==> config.mk <==
export PLATFORM = sky130hd
export DESIGN_NAME = exec_sched
export DESIGN_NICKNAME = d
export VERILOG_FILES = /design/src/rtl/exec_sched_pkg.sv /design/src/rtl/exec_sched_rr_arb2.sv /design/src/rtl/exec_sched.sv
export SDC_FILE = /design/constraint.sdc
export NUM_CORES = 1
export LEC_CHECK = 0
export ABC_AREA = 1
export CAP_MARGIN = 20
export CORE_ASPECT_RATIO = 0.7
export CORE_MARGIN = 2
export CORE_UTILIZATION = 40
export DETAILED_ROUTE_END_ITERATION = 7
export PLACE_DENSITY = 0.71
export SETUP_SLACK_MARGIN = 0.3
export SLEW_MARGIN = 15
export SYNTH_ARGS = -nofsm -noshare
export SYNTH_HDL_FRONTEND = slang
export SYNTH_SLANG_ARGS = --single-unit
export TNS_END_PERCENT = 30
==> constraint.sdc <==
create_clock -name clk -period 1.7 [get_ports clk]
set_input_delay 0.17 -clock clk [delete_from_list [all_inputs] [get_ports clk]]
set_output_delay 0.17 -clock clk [all_outputs]
set_load 0.02 [all_outputs]
==> src/rtl/exec_sched_pkg.sv <==
// ==========================================================================
// Module  : exec_sched_pkg
// Desc    : Op class encodings and default sizing for the issue scheduler.
// Rev     : 1.0 - initial release
// ==========================================================================
`default_nettype none

package exec_sched_pkg;

   typedef enum logic [1:0] {
      CLS_ALU  = 2'b00,
      CLS_MUL  = 2'b01,
      CLS_LDST = 2'b10,
      CLS_NOP  = 2'b11
   } op_cls_e;

   localparam int DEF_IDX_W    = 6;
   localparam int DEF_MULT_LAT = 4;

endpackage : exec_sched_pkg

`default_nettype wire

==> src/rtl/exec_sched_rr_arb2.sv <==
// ==========================================================================
// Module  : rr_arb2
// Desc    : Two-requester round-robin arbiter; pointer names the lane that
//           wins a tie and moves to the losing side after every grant.
// Rev     : 1.0 - initial release
// ==========================================================================
`default_nettype none

module rr_arb2 (
   input  logic       clk,
   input  logic       rst,
   input  logic [1:0] i_req,
   input  logic       i_upd,
   output logic [1:0] o_gnt
);

   logic r_ptr;

   always_comb begin
      o_gnt = 2'b00;
      if (&i_req)
         o_gnt = r_ptr ? 2'b10 : 2'b01;
      else
         o_gnt = i_req;
   end

   // Pointer lands on the lane that was not served.
   always_ff @(posedge clk) begin
      if (rst)
         r_ptr <= 1'b0;
      else if (i_upd && (|o_gnt))
         r_ptr <= o_gnt[0];
   end

endmodule : rr_arb2

`default_nettype wire

==> src/rtl/exec_sched.sv <==
// ==========================================================================
// Module  : exec_sched
// Desc    : Two-lane issue scheduler steering ops onto ALU pair, multiplier
//           and address adder, with multiply occupancy / write-back tracking.
// Rev     : 1.0 - initial release
// ==========================================================================
`default_nettype none

module exec_sched
   import exec_sched_pkg::*;
#(
   parameter int IDX_W    = DEF_IDX_W,
   parameter int MULT_LAT = DEF_MULT_LAT
) (
   input  logic             clk,
   input  logic             rst,
   input  logic             lane0_vld,
   input  logic [1:0]       lane0_cls,
   input  logic [IDX_W-1:0] lane0_indx,
   input  logic             lane1_vld,
   input  logic [1:0]       lane1_cls,
   input  logic [IDX_W-1:0] lane1_indx,
   input  logic             mult_free,
   output logic             lane0_gnt,
   output logic             lane1_gnt,
   output logic             alu1_en,
   output logic             alu2_en,
   output logic             mult_en,
   output logic             addr_en,
   output logic             mult_sel,
   output logic             addr_sel,
   output logic [IDX_W-1:0] alu1_indx,
   output logic [IDX_W-1:0] alu2_indx,
   output logic [IDX_W-1:0] addr_indx,
   output logic             mult_wb_vld,
   output logic [IDX_W-1:0] mult_wb_indx
);

   localparam int CNT_W = $clog2(MULT_LAT + 1);
   localparam logic [CNT_W-1:0] c_cnt_lat  = CNT_W'(MULT_LAT);
   localparam logic [CNT_W-1:0] c_cnt_one  = CNT_W'(1);
   localparam logic [CNT_W-1:0] c_cnt_zero = '0;

   logic             w_live;
   logic             w_alu0;
   logic             w_alu1;
   logic             w_nop0;
   logic             w_nop1;
   logic             w_mul_avail;
   logic [1:0]       w_mul_req;
   logic [1:0]       w_mul_gnt;
   logic [1:0]       w_addr_req;
   logic [1:0]       w_addr_gnt;
   logic             w_mul_any;
   logic             w_addr_any;

   logic             r_alu1_en;
   logic             r_alu2_en;
   logic             r_mult_en;
   logic             r_addr_en;
   logic             r_mult_sel;
   logic             r_addr_sel;
   logic [IDX_W-1:0] r_alu1_indx;
   logic [IDX_W-1:0] r_alu2_indx;
   logic [IDX_W-1:0] r_addr_indx;
   logic [CNT_W-1:0] r_cnt;
   logic             r_wb_vld;
   logic [IDX_W-1:0] r_wb_indx;

   // Reset suppresses every grant so nothing is consumed while it is held.
   assign w_live = ~rst;

   assign w_alu0 = w_live && lane0_vld && (lane0_cls == CLS_ALU);
   assign w_alu1 = w_live && lane1_vld && (lane1_cls == CLS_ALU);
   assign w_nop0 = w_live && lane0_vld && (lane0_cls == CLS_NOP);
   assign w_nop1 = w_live && lane1_vld && (lane1_cls == CLS_NOP);

   assign w_mul_avail = (r_cnt == c_cnt_zero) && mult_free;

   assign w_mul_req[0]  = w_live && w_mul_avail && lane0_vld && (lane0_cls == CLS_MUL);
   assign w_mul_req[1]  = w_live && w_mul_avail && lane1_vld && (lane1_cls == CLS_MUL);
   assign w_addr_req[0] = w_live && lane0_vld && (lane0_cls == CLS_LDST);
   assign w_addr_req[1] = w_live && lane1_vld && (lane1_cls == CLS_LDST);

   rr_arb2 u_mul_arb (
      .clk   (clk),
      .rst   (rst),
      .i_req (w_mul_req),
      .i_upd (w_live),
      .o_gnt (w_mul_gnt)
   );

   rr_arb2 u_addr_arb (
      .clk   (clk),
      .rst   (rst),
      .i_req (w_addr_req),
      .i_upd (w_live),
      .o_gnt (w_addr_gnt)
   );

   assign w_mul_any  = |w_mul_gnt;
   assign w_addr_any = |w_addr_gnt;

   assign lane0_gnt = w_alu0 | w_nop0 | w_mul_gnt[0] | w_addr_gnt[0];
   assign lane1_gnt = w_alu1 | w_nop1 | w_mul_gnt[1] | w_addr_gnt[1];

   // Unit enables: one-cycle echo of this cycle's grants.
   always_ff @(posedge clk) begin
      if (rst) begin
         r_alu1_en <= 1'b0;
         r_alu2_en <= 1'b0;
         r_mult_en <= 1'b0;
         r_addr_en <= 1'b0;
      end else begin
         r_alu1_en <= w_alu0;
         r_alu2_en <= w_alu1;
         r_mult_en <= w_mul_any;
         r_addr_en <= w_addr_any;
      end
   end

   // Operand select and index registers hold their last granted value.
   always_ff @(posedge clk) begin
      if (rst) begin
         r_alu1_indx <= '0;
         r_alu2_indx <= '0;
         r_addr_indx <= '0;
         r_addr_sel  <= 1'b0;
         r_mult_sel  <= 1'b0;
      end else begin
         if (w_alu0)
            r_alu1_indx <= lane0_indx;
         if (w_alu1)
            r_alu2_indx <= lane1_indx;
         if (w_addr_any) begin
            r_addr_sel  <= w_addr_gnt[1];
            r_addr_indx <= w_addr_gnt[1] ? lane1_indx : lane0_indx;
         end
         if (w_mul_any)
            r_mult_sel <= w_mul_gnt[1];
      end
   end

   // Multiply tracker: cnt reaching zero lines up with the write-back pulse,
   // which is also the earliest cycle a follow-on multiply can be granted.
   always_ff @(posedge clk) begin
      if (rst) begin
         r_cnt     <= c_cnt_zero;
         r_wb_vld  <= 1'b0;
         r_wb_indx <= '0;
      end else begin
         r_wb_vld <= (r_cnt == c_cnt_one);
         if (w_mul_any) begin
            r_cnt     <= c_cnt_lat;
            r_wb_indx <= w_mul_gnt[1] ? lane1_indx : lane0_indx;
         end else if (r_cnt != c_cnt_zero) begin
            r_cnt <= r_cnt - c_cnt_one;
         end
      end
   end

   assign alu1_en      = r_alu1_en;
   assign alu2_en      = r_alu2_en;
   assign mult_en      = r_mult_en;
   assign addr_en      = r_addr_en;
   assign mult_sel     = r_mult_sel;
   assign addr_sel     = r_addr_sel;
   assign alu1_indx    = r_alu1_indx;
   assign alu2_indx    = r_alu2_indx;
   assign addr_indx    = r_addr_indx;
   assign mult_wb_vld  = r_wb_vld;
   assign mult_wb_indx = r_wb_indx;

endmodule : exec_sched

`default_nettype wire

Yosys cells after proc, flatten, opt, wreduce, memory -nomap -nowiden
Index checks and enable logic that the tools add are counted.
{"block": "totals", "ff_bits": 36, "in_bits": 21, "out_inout_bits": 33, "elab_cells": 64}
{"block": "op_classes", "n_addsub": 1, "n_eq_ne": 7, "n_mux": 8, "bitwise_logic": 7, "n_reduce_logical": 26}
{"op": "$logic_and A1 B1 Y1", "count": 16}
{"op": "$mux W6", "count": 2}
{"op": "$eq A2 B2 Y1 const B", "count": 4}
{"op": "$mux W2", "count": 4}
{"op": "$mux W3", "count": 2}
{"op": "$or A1 B1 Y1", "count": 6}
{"op": "$eq A2 B1 Y1 const B", "count": 2}
{"op": "$logic_not A2 Y1", "count": 2}
{"op": "$reduce_and A2 Y1", "count": 2}
{"op": "$reduce_or A2 Y1", "count": 2}
{"op": "$eq A3 B1 Y1 const B", "count": 1}
{"op": "$logic_not A3 Y1", "count": 1}
{"op": "$reduce_bool A3 Y1", "count": 1}
{"op": "$reduce_or A3 Y1", "count": 1}
{"op": "$sub A3 B1 Y3 const B", "count": 1}
{"op": "$reduce_bool A2 Y1", "count": 1}
{"op": "$not A1 Y1", "count": 1}

Logic depth before layout (Yosys ltp)
Gate-level depths: netlist of the first run.
{"block": "logic_depth", "ltp_word": 9, "depth_mapped": 10, "depth_no_buf": 10}

Cells and area by module
From an unflattened synthesis of the first run, not the netlist that was laid out.
{"block": "unflattened", "cells_unflattened": 262, "area_unflattened_um2": 1786.7}
{"module": "exec_sched", "instances": 1, "cells_each": 246, "area_per_inst_um2": 1666.6, "seq_area_each_um2": 680.7}
{"module": "rr_arb2", "instances": 2, "cells_each": 8, "area_per_inst_um2": 60.1, "seq_area_each_um2": 20.0}

Worst setup path before layout of the first run
Ideal clock, no wire load.
{"block": "synth_timing", "path_type": "flip-flop to output port", "from": "register r_cnt[0]", "to": "output port lane1_gnt", "t_arrival_ps": 1270, "required_ps": 1530, "setup_slack_ps": 260, "path_stages_with_launch": 9, "n_path_buf": 0, "cell_sequence": "dfxtp_1 > inv_1 > ha_1 > nand2_1 > inv_1 > nand2_1 > nor2_4 > nand2_1 > nand3_1"}
{"block": "synth_via", "elab_chain_len": 9, "elab_cells_between_ends": 11, "cone_classes": "1 x mux; 2 x bitwise; 8 x reduce/logical"}
{"item": "start, declared", "line": "exec_sched.sv:66", "source": "logic [CNT_W-1:0] r_cnt;"}
{"item": "start signal, assigned", "line": "exec_sched.sv:148", "source": "r_cnt <= c_cnt_zero;"}
{"item": "start signal, assigned", "line": "exec_sched.sv:154", "source": "r_cnt <= c_cnt_lat;"}
{"item": "start signal, assigned", "line": "exec_sched.sv:157", "source": "r_cnt <= r_cnt - c_cnt_one;"}
{"item": "$logic_not A3 Y1 *", "line": "exec_sched.sv:78", "source": "assign w_mul_avail = (r_cnt == c_cnt_zero) && mult_free;"}
{"item": "$logic_and A1 B1 Y1 *", "line": "exec_sched.sv:78"}
{"item": "$logic_and A1 B1 Y1 *", "line": "exec_sched.sv:80, exec_sched.sv:81"}
{"item": "$logic_and A1 B1 Y1 (on tied branches) (2 in series)", "line": "exec_sched.sv:80, exec_sched.sv:81"}
{"item": "$reduce_and A2 Y1", "line": "exec_sched_rr_arb2.sv:21", "source": "if (&i_req)"}
{"item": "$mux W2 *", "line": "exec_sched_rr_arb2.sv:21"}
{"item": "$or A1 B1 Y1 * (2 in series)", "line": "exec_sched.sv:105", "source": "assign lane1_gnt = w_alu1 | w_nop1 | w_mul_gnt[1] | w_addr_gnt[1];"}
{"item": "end, declared", "line": "exec_sched.sv:25", "source": "output logic lane1_gnt,"}
Mark *: on every way between the ends. The rest lies on a longest branch, timed or not.

Final worst setup path of the first run
{"block": "layout_timing", "from": "register r_cnt[1]", "to": "output port lane1_gnt"}
The elaborated chain is that of the path after synthesis.

==> results.md, run 1 <==
GRT:
- The number of global-route vias before repair is 1567.
- The first-pass GRT wire length is 7130 um.
- The initial antenna violation count came to 0.
- The total overflow left after global routing is 0.
- The maximum number of pins on one net before global-route repair is 23.
- Global routing consumed, over all layers together, 20.6% of the routing resources.

Routing:
- The ratio of routed vias to standard cells is just under 5.
- The remaining antenna violation count after routing is 0.
- The wire length per cell after detailed routing is 12.8 um.
- The detailed router finished its first iteration with 83 violations.
- The first detailed-routing pass took 4 iterations.
- The number of design rule violations left after detail routing is 0.
- For this block, the via count after detailed routing is 1663.
- The wire length after detailed routing is approximately 4400 um.

Job:
- The number of violations of the max-capacitance limit is 0.

Yosys:
- The cell area that synthesis handed to floorplanning was 0.00155 sq mm.
- The count of warnings emitted by yosys is 0.
- The synthesized design devotes to its leading area cell type 46.5% of total area.
- Yosys mapped a number of flops with a built-in enable equal to 0.
- The count of different cell masters after synthesis is 19.
- The register area share after synthesis is 46.5%.
- Counting instances in the post-synthesis netlist gives the leading cell types as 43 x sky130_fd_sc_hd__nand2_1, 36 x sky130_fd_sc_hd__dfxtp_1, 34 x sky130_fd_sc_hd__nand3_1.
- Yosys instantiated no cell more often than sky130_fd_sc_hd__nand2_1.
- Sorting the synthesized cells by area gives the leading types as sky130_fd_sc_hd__dfxtp_1 47%, sky130_fd_sc_hd__nand3_1 11%, sky130_fd_sc_hd__nand2_1 10%.
- The number of nets handed over by synthesis was about 230.
- In the synthesized netlist, the number of instances is 207.
- Counting flops with an async set or reset pin after synthesis yields a share of 0%.
- sky130_fd_sc_hd__dfxtp_1 takes more of the synthesized area than any other cell.
- The most used flip-flop cell after synthesis is sky130_fd_sc_hd__dfxtp_1.
- Synthesis inferred 36 register bits.
- Averaged over all synthesized cells, the footprint is 7.48 sq um.

Cells and area:
- The number of antenna diodes in the final layout is 0.
- The area growth from synthesis to final layout is 65.3%.
- Fill cells in the final layout number 299.
- Cells with a size suffix above 1 make up a little under a quarter of the layout.
- The total non-filler cell area in the finished layout is 0.00256 sq mm.
- The number of nets at the end of the flow is 318.

Power:
- The net switching fraction of the power is approximately 30%.
- The share of power burned in registers is around 41%.
- The switching power total is 0.000699 W.
- The maximum VDD drop is 819 uV.
- The combinational share of power is 31.4%.
- Of the total power, the clock network draws 27.1%.
- The power density over the cells is 906 mW/mm^2.
- Internal power comes to about 0.0016 W.
- The analysis attributes to cell leakage a power of between 1 and 1.5 nW.

Placement:
- The final weighted congestion in routability-driven placement is 0.841.
- After legalization and detailed placement, the total HPWL measured 3180 um.
- Prior to clock tree synthesis, the placed netlist has a worst setup slack of -0.339 ns.
- Summing all placed instances gives a cell area of 0.00232 sq mm.
- Input and output buffers added on the ports amount to 53.

Clock network:
- The clock edge transition at the registers on the reported setup and hold paths is 0.07 ns.
- The CTS root buffer is sky130_fd_sc_hd__clkbuf_8.
- The number of buffers on the longest clock path is 2.
- The CTS tree is built.
- The count of clock tree sinks is 36.
- The H-tree depth reported by CTS is 2.
- The number of clock buffers added by TritonCTS is 5.
- The number of buffers inserted for hold repair after clock tree synthesis is 0.
- The later pin in the worst-skew pair is clocked with a latency of between 0.2 and 0.3 ns.

STA:
- The fmax is 0.614 GHz.
- On the final layout, the worst hold slack is just under 0.3 ns.
- At the pin with the least slew margin, the transition time is 0.231 ns.
- The worst path in the final design needs a cycle of 1.63 ns, including I/O delays and setup.
- The hold violation total from the final report is 0.
- Measured against its own limit, the worst slew margin works out to 84.5%.
- The part of the cycle the worst path needs is between 90% and 100%.
- The count of final max-slew check failures is 0.
- The worst clock skew is 0.00667 ns.
- After layout, the worst setup slack is roughly 0.072 ns.
- Setup repair after global routing could not meet its margin everywhere.
- The total of endpoints with negative setup slack in the final report is 0.

Critical path:
- At the worst endpoint, the arrival time is 1.46 ns.
- The number of buffers and inverters on the critical path is 4.
- Along the worst path, the maximum fanout reaches 2.
- The critical path's top delay family is buffers and inverters.
- The nature of the critical path endpoint is an output port.
- On the critical path, the stage with the largest delay is an instance of sky130_fd_sc_hd__dfxtp_2.
- For the worst setup path, the data required time is 1.53 ns.
- STA classifies the critical path startpoint as a flop.
- The delay of the slowest critical-path stage is 0.33 ns.
- The worst setup path is of the flop to output port kind.
- Walking the worst path, the cells encountered are inv_2, ha_4, nand2_1, inv_1, nand2_2, buf_6, nor2_4, nand2_2, nand3_2, buf_6.

Floorplanning:
- The die footprint is 0.00439 sq mm.
- Measured along the x axis, the die boundary spans 78.4 um.
- The I/O pin count is 54.
- The site row count is 18.
- The initial standard-cell utilization of the core is 42.7%.
- The die extent in y is approximately 56 um.
- The core footprint is 0.00363 sq mm.

Status:
- The run finished with clean final reports.

Worst hold path:
- The type of the most critical hold path is primary input to flop.
registers in the layout, summed over array words and instances, names as in the netlist, 3 cells and up:
name	flops
alu2_indx	6
r_cnt	3
addr_indx	6
alu1_indx	6
mult_wb_indx	6
cell type report:
type	instances	area [sq um]	share of cell area [%]
clock buffer	7	86.3	3.37
clock inverter	1	7.51	0.293
inverter	30	129	5.03
multi-input combinational	136	769	30.0
sequential	36	723	28.2
tap	50	62.6	2.44
timing repair buffer	85	783	30.6
placed cells by master (no fill, tap or decap):
master / Yosys / final
sky130_fd_sc_hd__nand3_4: 0 / 1
sky130_fd_sc_hd__buf_4: 2 / 30
sky130_fd_sc_hd__clkinv_8: 0 / 1
sky130_fd_sc_hd__buf_8: 0 / 1
sky130_fd_sc_hd__clkinvlp_4: 0 / 2
sky130_fd_sc_hd__dfxtp_1: 36 / 34
sky130_fd_sc_hd__buf_6: 0 / 3
sky130_fd_sc_hd__o21ai_0: 15 / 13
sky130_fd_sc_hd__nand2_1: 43 / 40
sky130_fd_sc_hd__inv_1: 26 / 23
sky130_fd_sc_hd__o21ai_1: 0 / 1
sky130_fd_sc_hd__a21oi_2: 0 / 1
sky130_fd_sc_hd__nor2_2: 1 / 2
sky130_fd_sc_hd__nor3_2: 1 / 1
sky130_fd_sc_hd__ha_1: 3 / 2
sky130_fd_sc_hd__dfxtp_2: 0 / 2
sky130_fd_sc_hd__nand2_2: 2 / 4
sky130_fd_sc_hd__nand3_1: 34 / 28
sky130_fd_sc_hd__nand4_1: 9 / 9
sky130_fd_sc_hd__nor2_4: 2 / 2
sky130_fd_sc_hd__clkbuf_8: 0 / 6
sky130_fd_sc_hd__ha_4: 0 / 1
sky130_fd_sc_hd__nand2_8: 0 / 1
sky130_fd_sc_hd__nor2_1: 6 / 5
sky130_fd_sc_hd__a21oi_1: 17 / 16
sky130_fd_sc_hd__inv_2: 4 / 5
sky130_fd_sc_hd__clkbuf_1: 2 / 1
sky130_fd_sc_hd__xor2_1: 2 / 2
sky130_fd_sc_hd__o21ai_2: 0 / 1
sky130_fd_sc_hd__nand2_4: 1 / 1
sky130_fd_sc_hd__clkdlybuf4s50_1: 0 / 50
sky130_fd_sc_hd__nand3_2: 0 / 5
sky130_fd_sc_hd__dlygate4sd2_1: 0 / 1
power groups by stage:
stage | Sequential (W) | Combinational (W) | Clock (W)
after floorplan | 0.00102 | 0.000278 | 0
after global placement | 0.000970 | 0.000627 | 0
after detailed placement | 0.000970 | 0.000642 | 0
after CTS | 0.000960 | 0.000682 | 0.000644
after global routing | 0.000970 | 0.000799 | 0.000678
final | 0.000962 | 0.000730 | 0.000630
kinds of logic (layout without fill, tap and decap cells):
kind of cell | after synthesis | after routing | synth area share, %
fa+ha+maj | 3 | 3 | 2.42
buf+inv | 35 | 123 | 9.05
flops | 36 | 36 | 46.5
simple gates | 99 | 99 | 30.5
xor+xnor | 2 | 2 | 1.13
compound gates | 32 | 32 | 10.3
routing by layer:
layer	part of all wire [%]	vias up	wire length, um	track usage, %
li1	-	850	-	-
met1	47	732	2070	28.6
met2	43	73	1890	30.8
met3	8.6	8	381	6.33
met4	1.6	0	69	5.76
met5	0	-	0	0
worst paths after layout:
path | start | cells after the start | slack (ns) | end
min reg2reg | addr_indx[5] | 2 | 0.45 | addr_indx[5]
max | r_cnt[1] | 10 | 0.07 | lane1_gnt
min | rst | 2 | 0.29 | mult_wb_vld
max reg2reg | r_cnt[1] | 13 | 0.11 | mult_wb_indx[5]
stage by stage:
step,util [%],TNS [ns],std cells,total power [W]
6_report,70.6,0,345,0.00232
5_1_grt,70.6,0,345,0.00245
4_1_cts,69.1,0,343,0.00229
3_5_place_dp,64.0,-1.09,332,0.00161
3_3_place_gp,64.0,-0.722,332,0.00160
2_1_floorplan,-,0,207,0.00130
timing repair:
action,in CTS,in global routing
setup endpoints to repair,32,52
resized for setup,32,11
gates cloned,0,0
pin swaps,2,1
buffers inserted,3,2
(Power assumes the default switching activity.)
==> inputs of run 2 (changes only) <==
Settings changed: CORE_UTILIZATION 40 to 44, PLACE_DENSITY 0.71 to 0.77.
==> run 2 against run 1 <==
Against the previous run:
- die area down 8.6%
- via count is 5.4% higher
- clock skew is 0.0028 ns higher
- fmax down 2.7%
- routed wire length up 14%
- global-route usage up 1.9 points
- final cell count rose by 1.2%
- first-iteration DRC count increased by 9.6%
- core utilization grew 12 points
- critical path depth stayed put
==> results.md, run 2 (synthesis results as in run 1) <==
STA:
- The part of the cycle the worst path needs is between 90% and 100%.
- The total negative slack for setup checks is 0 ns.
- The fmax is 0.598 GHz.
- The count of final max-slew check failures is 0.
- Across all setup checks in the final design, the least slack found is 0.0268 ns.
- The hold violation total from the final report is 0.
- Setup violations remaining at the end of the flow were counted as 0.
- The worst-margin pin slew is 0.289 ns.
- The shortest period the worst path allows is 1.67 ns.
- Across the routed clock network, the largest skew measured is 0.00950 ns.
- Headroom to the max-slew limit came out at 80.7%.
- Setup repair after global routing could not meet its margin everywhere.

Floorplanning:
- In this run the core area contains 17 standard-cell rows.
- The floorplan die width is 74.9 um.
- The initial standard-cell utilization of the core is 47.6%.
- The core footprint is 0.00325 sq mm.
- The die footprint is 0.00402 sq mm.
- The die is 53.6 um tall.
- The I/O pin count is 54.

Cells and area:
- The end-of-flow core utilization is 82.9%.
- Relative to the synthesized area, the layout overhead comes to 74.1%.
- Fill cells in the final layout number 209.
- The number of antenna cells inserted is 0.
- The proportion of layout cells with a drive suffix above 1 is 26.5%.
- The library cell used most frequently in the layout, excluding fill and tap cells, is sky130_fd_sc_hd__nand2_1.
- The total non-filler cell area in the finished layout is 0.00270 sq mm.
- For this run, the post-layout net count is 325.
- In the layout the commonest cells are 40 x sky130_fd_sc_hd__nand2_1, 35 x sky130_fd_sc_hd__buf_4, 34 x sky130_fd_sc_hd__dfxtp_1.

Critical path:
- STA classifies the critical path startpoint as a flop.
- The critical path goes through inv_2, ha_4, nand2_2, inv_2, nand2_4, buf_6, nor2_4, nand2_2, nand3_2, buf_6.
- The data required time of the worst path is 1.53 ns.
- In this design, the stage delay of the slowest critical-path cell is 0.32 ns.
- The critical path in this run is classified as flop to output port.
- The number of buffers and inverters on the critical path is 4.
- The critical path's top delay family is buffers and inverters.
- The data arrival time at the worst-slack endpoint is 1.50 ns.
- STA classifies the critical path endpoint as an output port.
- The slowest stage of the critical path is the sky130_fd_sc_hd__dfxtp_2 cell.
- Of all nets on the critical path, the largest fanout is 2.

Routing:
- The first detailed-routing pass took 4 iterations.
- The via count is 1753.
- The remaining antenna violation count after routing is 0.
- The ratio of routed vias to standard cells is 5.02.
- The DRC violation total after the first TritonRoute iteration is 91.
- The number of design rule violations left after detail routing is 0.
- The wire length per cell after detailed routing is 14.5 um.
- After detailed routing, the total wire length is 5040 um.

Clock network:
- The clock network latency to the later pin of the worst-skew pair is between 0.2 and 0.3 ns.
- The count of clock tree sinks is 36.
- The number of hold buffers added after CTS was 0.
- The CTS root buffer is sky130_fd_sc_hd__clkbuf_8.
- The CTS tree is built.
- The number of buffers on the longest clock path is 2.
- The clock edge transition at the registers on the reported setup and hold paths is about 0.080 ns.
- The H-tree depth reported by CTS is 2.
- The number of buffers added by the clock tree synthesis step is 5.

Power:
- Net switching is 32.2% of the power.
- Summed over all nets, the switching power comes to 0.000781 W.
- The share of power burned in registers is 39.7%.
- Overall power consumption after layout is estimated at 0.00243 W.
- Across the VDD grid, the largest voltage drop is 804 uV.
- The power density over the cells is 899 mW/mm^2.
- The cell internal power dissipation is about 0.0016 W.
- The static leakage is between 1.5 and 2 nW.
- Per report_power, the combinational group accounts for 35.7% of the total.
- The clock network fraction of design power is 24.6%.

Placement:
- Summed over all nets, the half-perimeter wirelength after detailed placement is 3140 um.
- The placed instances occupy a cell area of 0.00231 sq mm.
- The final weighted congestion in routability-driven placement is 0.831.
- The worst slack at placement is -0.335 ns.
- Port buffering added 53 buffers.

Status:
- The run finished with clean final reports.

GRT:
- The initial antenna violation count is 0.
- The first-pass GRT wire length is 6590 um.
- Across every metal layer, demand over resource in global routing totals 22.5%.
- Entering global routing, the biggest net connects 23 pins.
- Global routing finished with a remaining overflow of 0.
- The number of global-route vias before repair is 1466.

Job:
- The number of violations of the max-capacitance limit is 0.

Worst hold path:
- The min-delay analysis places its worst path in the category primary input to flop.
## run 2: cell count changes in the layout (fill, tap and decap cells not counted), moves of 3 or more
cell | before | now
sky130_fd_sc_hd__dlymetal6s2s_1 | 0 | 31
sky130_fd_sc_hd__clkdlybuf4s50_1 | 50 | 20
sky130_fd_sc_hd__buf_4 | 30 | 35
sky130_fd_sc_hd__buf_6 | 3 | 6
## run 2: layer usage
| metal | GRT usage [%] | vias to the layer above | routed length (um) |
|---|---|---|---|
| met1 | 30.1 | 791 | 2270 |
| met4 | 5.36 | 0 | 61 |
| met3 | 7.30 | 7 | 477 |
| met5 | 0 | - | 0 |
| met2 | 35.4 | 84 | 2240 |
| li1 | - | 871 | - |
## run 2: what timing repair did
item                                    in CTS  in global routing
setup buffers                                5                  8
cloned                                       0                  0
endpoints found under the setup margin      29                 54
resized for setup                           21                 60
pin swaps                                    4                  7
## run 2: power by group through the flow
stage | Sequential, W | Combinational [W] | Clock [W]
6_report | 0.000963 | 0.000866 | 0.000597
3_5_place_dp | 0.000969 | 0.000638 | 0
3_3_place_gp | 0.000969 | 0.000627 | 0
2_1_floorplan | 0.00102 | 0.000278 | 0
5_1_grt | 0.000969 | 0.000925 | 0.000643
4_1_cts | 0.000959 | 0.000703 | 0.000604
## run 2: path summary, 6_finish.rpt
kind                     start              end  slack, ns  depth (start not counted)
setup / recovery      r_cnt[0]        lane1_gnt       0.03                         10
hold / removal             rst      mult_wb_vld       0.28                          2
setup reg to reg      r_cnt[0]  mult_wb_indx[5]       0.03                         13
hold reg to reg   addr_indx[0]     addr_indx[0]       0.45                          2
## run 2: area by class of cell
class	instances	area (sq um)	share of cell area, %
clock inverter	3	18.8	0.696
clock buffer	5	68.8	2.55
timing repair buffer	92	918	34.1
tap	47	58.8	2.18
sequential	36	723	26.8
multi-input combinational	136	779	28.9
inverter	30	129	4.78
## run 2: worst reg2reg max path, delay by kind of cell (launching register included)
family,cells,cell delay [ns]
buffers and inverters,7,0.72
flip-flops,1,0.32
adder cells (fa/ha/maj),1,0.14
AND/OR/NAND/NOR,5,0.38
## run 2: stage by stage
stage                     hold slack, ns  cells
after floorplan                    0.239    207
after global placement             0.440    328
after detailed placement           0.444    328
after CTS                          0.454    341
after global routing               0.278    349
final                              0.278    349
